`src/rtl/fractal_sync_arbiter_hs.sv`:
```
// Multi-output arbiter: pops input FIFOs into registered, back-pressurable output slots.
// Round-robin or fixed-priority scheduling, with per-input aging to bound wait time.
module fractal_sync_arbiter_hs #(
  parameter int unsigned IN_PORTS  = 4,
  parameter int unsigned OUT_PORTS = 2,
  parameter type         arbiter_t = logic,
  parameter int unsigned ARB_MODE  = 0,
  parameter int unsigned MAX_WAIT  = 3
) (
  input  logic                           clk_i,
  input  logic                           rst_ni,
  output logic     [IN_PORTS-1:0]        pop_o,
  input  logic     [IN_PORTS-1:0]        empty_i,
  input  arbiter_t [IN_PORTS-1:0]        element_i,
  output logic     [OUT_PORTS-1:0]       valid_o,
  input  logic     [OUT_PORTS-1:0]       ready_i,
  output arbiter_t [OUT_PORTS-1:0]       element_o
);

  localparam int unsigned PtrW  = (IN_PORTS > 1) ? $clog2(IN_PORTS) : 1;
  localparam int unsigned WaitW = $clog2(MAX_WAIT + 1);

  typedef logic [PtrW-1:0]  ptr_t;
  typedef logic [WaitW-1:0] wait_t;

  localparam wait_t MaxWait = wait_t'(MAX_WAIT);
  localparam ptr_t  LastIdx = ptr_t'(IN_PORTS - 1);

  logic     [OUT_PORTS-1:0]           valid_q, valid_d;
  arbiter_t [OUT_PORTS-1:0]           data_q, data_d;
  ptr_t                               rr_q, rr_d;
  wait_t    [IN_PORTS-1:0]            wait_q, wait_d;

  logic     [IN_PORTS-1:0]            req, starved, avail, grant;
  logic     [OUT_PORTS-1:0]           slot_free, slot_hit;
  logic     [OUT_PORTS-1:0][PtrW-1:0] slot_sel;
  logic                               found, rr_hit;
  ptr_t                               sel, cand, rr_last, scan_start;
  int unsigned                        pos;

  assign req        = ~empty_i;
  assign slot_free  = ~valid_q | ready_i;
  assign scan_start = (ARB_MODE == 0) ? rr_q : '0;

  always_comb begin
    for (int j = 0; j < int'(IN_PORTS); j++) begin
      starved[j] = req[j] && (wait_q[j] == MaxWait);
    end
  end

  // Each free slot, in ascending order, takes the next candidate: starved inputs
  // first, then the scan order of the selected mode. Granted inputs leave the pool.
  always_comb begin
    avail    = req;
    grant    = '0;
    slot_hit = '0;
    slot_sel = '0;
    rr_hit   = 1'b0;
    rr_last  = '0;
    found    = 1'b0;
    sel      = '0;
    cand     = '0;
    pos      = 0;
    for (int k = 0; k < int'(OUT_PORTS); k++) begin
      if (slot_free[k]) begin
        found = 1'b0;
        sel   = '0;
        for (int j = 0; j < int'(IN_PORTS); j++) begin
          if (!found && avail[j] && starved[j]) begin
            found = 1'b1;
            sel   = ptr_t'(j);
          end
        end
        if (!found) begin
          for (int off = 0; off < int'(IN_PORTS); off++) begin
            pos = int'(scan_start) + off;
            if (pos >= IN_PORTS) begin
              pos = pos - IN_PORTS;
            end
            cand = ptr_t'(pos);
            if (!found && avail[cand]) begin
              found   = 1'b1;
              sel     = cand;
              rr_hit  = 1'b1;
              rr_last = cand;
            end
          end
        end
        if (found) begin
          avail[sel]  = 1'b0;
          grant[sel]  = 1'b1;
          slot_hit[k] = 1'b1;
          slot_sel[k] = sel;
        end
      end
    end
  end

  always_comb begin
    valid_d = valid_q;
    data_d  = data_q;
    for (int k = 0; k < int'(OUT_PORTS); k++) begin
      if (slot_free[k]) begin
        if (slot_hit[k]) begin
          valid_d[k] = 1'b1;
          data_d[k]  = element_i[ptr_t'(slot_sel[k])];
        end else begin
          valid_d[k] = 1'b0;
          data_d[k]  = '0;
        end
      end
    end
  end

  // Only round-robin-phase grants move the pointer; starvation grants leave it alone.
  always_comb begin
    rr_d = rr_q;
    if ((ARB_MODE == 0) && rr_hit) begin
      rr_d = (rr_last == LastIdx) ? '0 : rr_last + ptr_t'(1);
    end
  end

  always_comb begin
    wait_d = wait_q;
    for (int j = 0; j < int'(IN_PORTS); j++) begin
      if (grant[j] || empty_i[j]) begin
        wait_d[j] = '0;
      end else if (wait_q[j] != MaxWait) begin
        wait_d[j] = wait_q[j] + wait_t'(1);
      end
    end
  end

  always_ff @(posedge clk_i or negedge rst_ni) begin
    if (!rst_ni) begin
      valid_q <= '0;
      data_q  <= '0;
      rr_q    <= '0;
      wait_q  <= '0;
    end else begin
      valid_q <= valid_d;
      data_q  <= data_d;
      rr_q    <= rr_d;
      wait_q  <= wait_d;
    end
  end

  assign pop_o     = grant & {IN_PORTS{rst_ni}};
  assign valid_o   = valid_q;
  assign element_o = data_q;

endmodule

```
`config.mk`:
```
export PLATFORM = sky130hd
export DESIGN_NAME = fractal_sync_arbiter_hs
export DESIGN_NICKNAME = d
export VERILOG_FILES = /design/src/rtl/fractal_sync_arbiter_hs.sv
export SDC_FILE = /design/constraint.sdc
export NUM_CORES = 1
export LEC_CHECK = 0
export CAP_MARGIN = 20
export CELL_PAD_IN_SITES_DETAIL_PLACEMENT = 1
export CELL_PAD_IN_SITES_GLOBAL_PLACEMENT = 2
export CORE_ASPECT_RATIO = 0.8
export CORE_MARGIN = 2
export CORE_UTILIZATION = 30
export CTS_BUF_LIST = sky130_fd_sc_hd__clkbuf_4 sky130_fd_sc_hd__clkbuf_8
export DETAILED_ROUTE_END_ITERATION = 6
export PLACE_DENSITY_LB_ADDON = 0.25
export SYNTH_ARGS = -nofsm -noshare
export SYNTH_HDL_FRONTEND = slang
export SYNTH_SLANG_ARGS = --single-unit
export TNS_END_PERCENT = 1
```
`constraint.sdc`:
```
create_clock -name clk_i -period 5.4 [get_ports clk_i]
set_input_delay 0.54 -clock clk_i [delete_from_list [all_inputs] [get_ports clk_i]]
set_output_delay 0.54 -clock clk_i [all_outputs]
set_load 0.02 [all_outputs]
```
==> metrics.yaml <==
status: "complete, but fails checks"
violations: "negative setup slack"
num_vias: 2154
ir_drop_mv: 0.379
synth_cells: 246
worst_path_largest_cell_delay_ns: 0.64
area_growth_pct: 34.0
power.share.clock: 0.058
synth-seq-area-share: 0.175
seqPwrFrac: 0.113
rsz0062_at_grt: "yes"
critPathArrivalTime_ns: 4.92
synth_edf_count: 0
crit_fanout: 6
ys_async_sr_fraction: 1.00
p_sw_w: 0.000863
pin_count: 20
antenna_found_initial: 0
cp_cell_sequence: "clkdlybuf4s50_1, buf_4, o21ba_2, a211oi_1, nand2_1, a211o_1, and3b_1, a211oi_1, nor4_4, a221oi_2, o21ai_1, a31oi_1, o211ai_1, a21boi_0, clkdlybuf4s50_1"
combinationalPowerShare: 0.829
tritoncts: "done"
maxCapViolCount: 0
clk_latency_ns: 0.24
core_mm2: 0.00644
worstMarginPinSlew_ns: 0.773
num-nets-final: 321
cts_hold_buf: 0
required_ns: 4.86
hpwl_um: 5940
drive_above_1_share: 0.283
antennaDiodeCount: 0
cts_max_level: 1
nFillCells: 780
gp_congestion: 0.831
overflow: 0
post-route-util: 0.417
grt_util_all_layers: 0.206
layout_common_cells: "50 x buf_4, 22 x nor2_1, 19 x nand2_1"
drt_iter0_markers: 89
hp-class: "flip-flop to flip-flop"
ys_seq_elements: 14
ys.warnings.count: 0
start_kind: "primary input"
final_area_mm2: 0.00269
first_global_vias: 2224
period_needed_ns: 5.46
setup_violations: 2
clock_sinks: 14
cts_max_path_buffers: 2
sw_frac_of_total: 0.495
drc: 0
clock_skew_ns: 0.00430
cts_buffers: 3
dieArea_mm2: 0.00736
grt_pass1_wl_um: 11800
grt_max_degree: 19
final_common_cell: "buf_4"
postRouteAntennaNets: 0
start_util: 0.311
fmaxAchievable_mhz: 183
p_int_w: 0.000879
die_h_um: 77.1
powerDensity_mw_per_mm2: 648
endpoint_kind: "output pin"
crit_slowest_cell: "clkdlybuf4s50_1"
syn_area_mm2: 0.00201
root_buffer: "clkbuf_8"
portBuffers: 19
final-hold-violation-count: 0
worst_slack_ns: -0.0599
ys_types: 76
path_buf_inv: 3
syn_nets: 262
drt-pass1-iter-count: 4
critical-path-top-delay-family: "compound AO/OA/AOI/OAI gates"
placedCellCount: 383
wl_per_cell_um: 18.8
synth_ff_type: "dfrtp_1"
die-width_um: 95.4
max_slew_margin: 0.483
path_clk_slew_ns: 0.06
final_cells: 388
placementRows: 26
leakagePower_nw: 1.13
period_share: 1.01
routed_wl_um: 7280
viasPerCell: 5.55
path_class: "primary input to output pin"
drv_slew: 0
postSynthAreaPerCell_um2: 8.15
place_area_mm2: 0.00256
## final cells by class
class / count / area, um^2 / share of cell area
Tap cell: 84 / 105 / 0.0391
Clock buffer: 4 / 55.1 / 0.0205
Sequential cell: 14 / 350 / 0.130
Timing Repair Buffer: 69 / 571 / 0.212
Inverter: 3 / 11.3 / 0.00419
Multi-Input combinational cell: 214 / 1600 / 0.594
## what timing repair did
item                                    in CTS  in global routing
setup buffers                                0                  1
pin swaps                                    2                  2
endpoints found under the setup margin       4                  4
resized for setup                            3                  8
cloned                                       0                  0
## per-layer routing
layer  global-route usage  vias up  part of all wire
met3               0.0305        2             0.022
met1                0.312     1058              0.52
met4               0.0200        0            0.0027
met2                0.318       22              0.45
li1                     -     1072                 -
met5                    0        -                 0
## power by group through the flow
stage          Clock, W  Combinational (W)  Sequential, W
2_1_floorplan         0           0.000911       0.000183
3_3_place_gp          0            0.00135       0.000196
3_5_place_dp          0            0.00137       0.000199
4_1_cts        0.000105            0.00139       0.000197
5_1_grt        0.000111            0.00158       0.000204
6_report       0.000101            0.00144       0.000197
## per-stage QoR
step / power [W] / setup WS, ns / hold slack (ns) / setup TNS (ns)
6_report: 0.00174 / -0.0599 / 0.485 / -0.0958
5_1_grt: 0.00189 / -0.331 / 0.525 / -0.554
4_1_cts: 0.00169 / -0.0374 / 0.499 / -0.0717
3_5_place_dp: 0.00157 / -0.0677 / 0.487 / -0.169
3_3_place_gp: 0.00154 / 0.00264 / 0.472 / 0
2_1_floorplan: 0.00109 / 1.07 / 0.244 / 0
## logic make-up after synthesis
family,count (synthesis),share of synthesized area
AO/OA/AOI/OAI,97,0.379
AND/OR/NAND/NOR,96,0.266
buffers and inverters,18,0.0618
flip-flops,14,0.175
multiplexers,13,0.0767
XOR/XNOR,4,0.0175
adder cells (fa/ha/maj),4,0.0250
## sequential cells by signal (all words and copies together) (netlist names)
name	flops
wait_q	8
element_o	2
rr_q	2
valid_o	2
## cell usage after synthesis (3+ instances only)
cell type / instances / area share
nor3_1: 8 / 0.020
o21bai_1: 3 / 0.011
o21ai_0: 6 / 0.015
a31oi_1: 4 / 0.012
o22ai_1: 5 / 0.016
mux2_2: 4 / 0.022
a211oi_2: 3 / 0.019
nand3_1: 4 / 0.010
a21o_1: 6 / 0.022
buf_4: 3 / 0.011
nand2_1: 19 / 0.036
o211ai_1: 4 / 0.015
nor2_1: 22 / 0.041
mux2i_1: 6 / 0.030
dfrtp_1: 14 / 0.17
inv_1: 3 / 0.0056
buf_2: 6 / 0.015
a211oi_1: 5 / 0.019
o221ai_1: 3 / 0.013
buf_6: 5 / 0.028
nand2b_1: 9 / 0.028
ha_1: 4 / 0.025
o21a_1: 6 / 0.022
nor2b_1: 5 / 0.016
and3_1: 6 / 0.019
a21oi_1: 16 / 0.040
## worst min-delay path, delay by kind of cell (launching register included)
family	cells	cell delay [ns]
AOI/OAI and AO/OA	1	0.06
and+or+nand+nor	1	0.05
DFF	1	0.34
## worst paths after layout
check | slack, ns | to | from | depth (start not counted)
max | -0.06 | pop_o[0] | empty_i[2] | 15
min | 0.49 | element_o[0] | element_o[0] | 2
max reg2reg | 1.11 | element_o[1] | rr_q[0] | 13
min reg2reg | 0.49 | element_o[0] | element_o[0] | 2
max in group asynchronous | 4.17 | wait_q[7] | rst_ni | 1
min in group asynchronous | 0.75 | wait_q[5] | rst_ni | 1
Note: power is estimated with default switching activity, not from simulation.
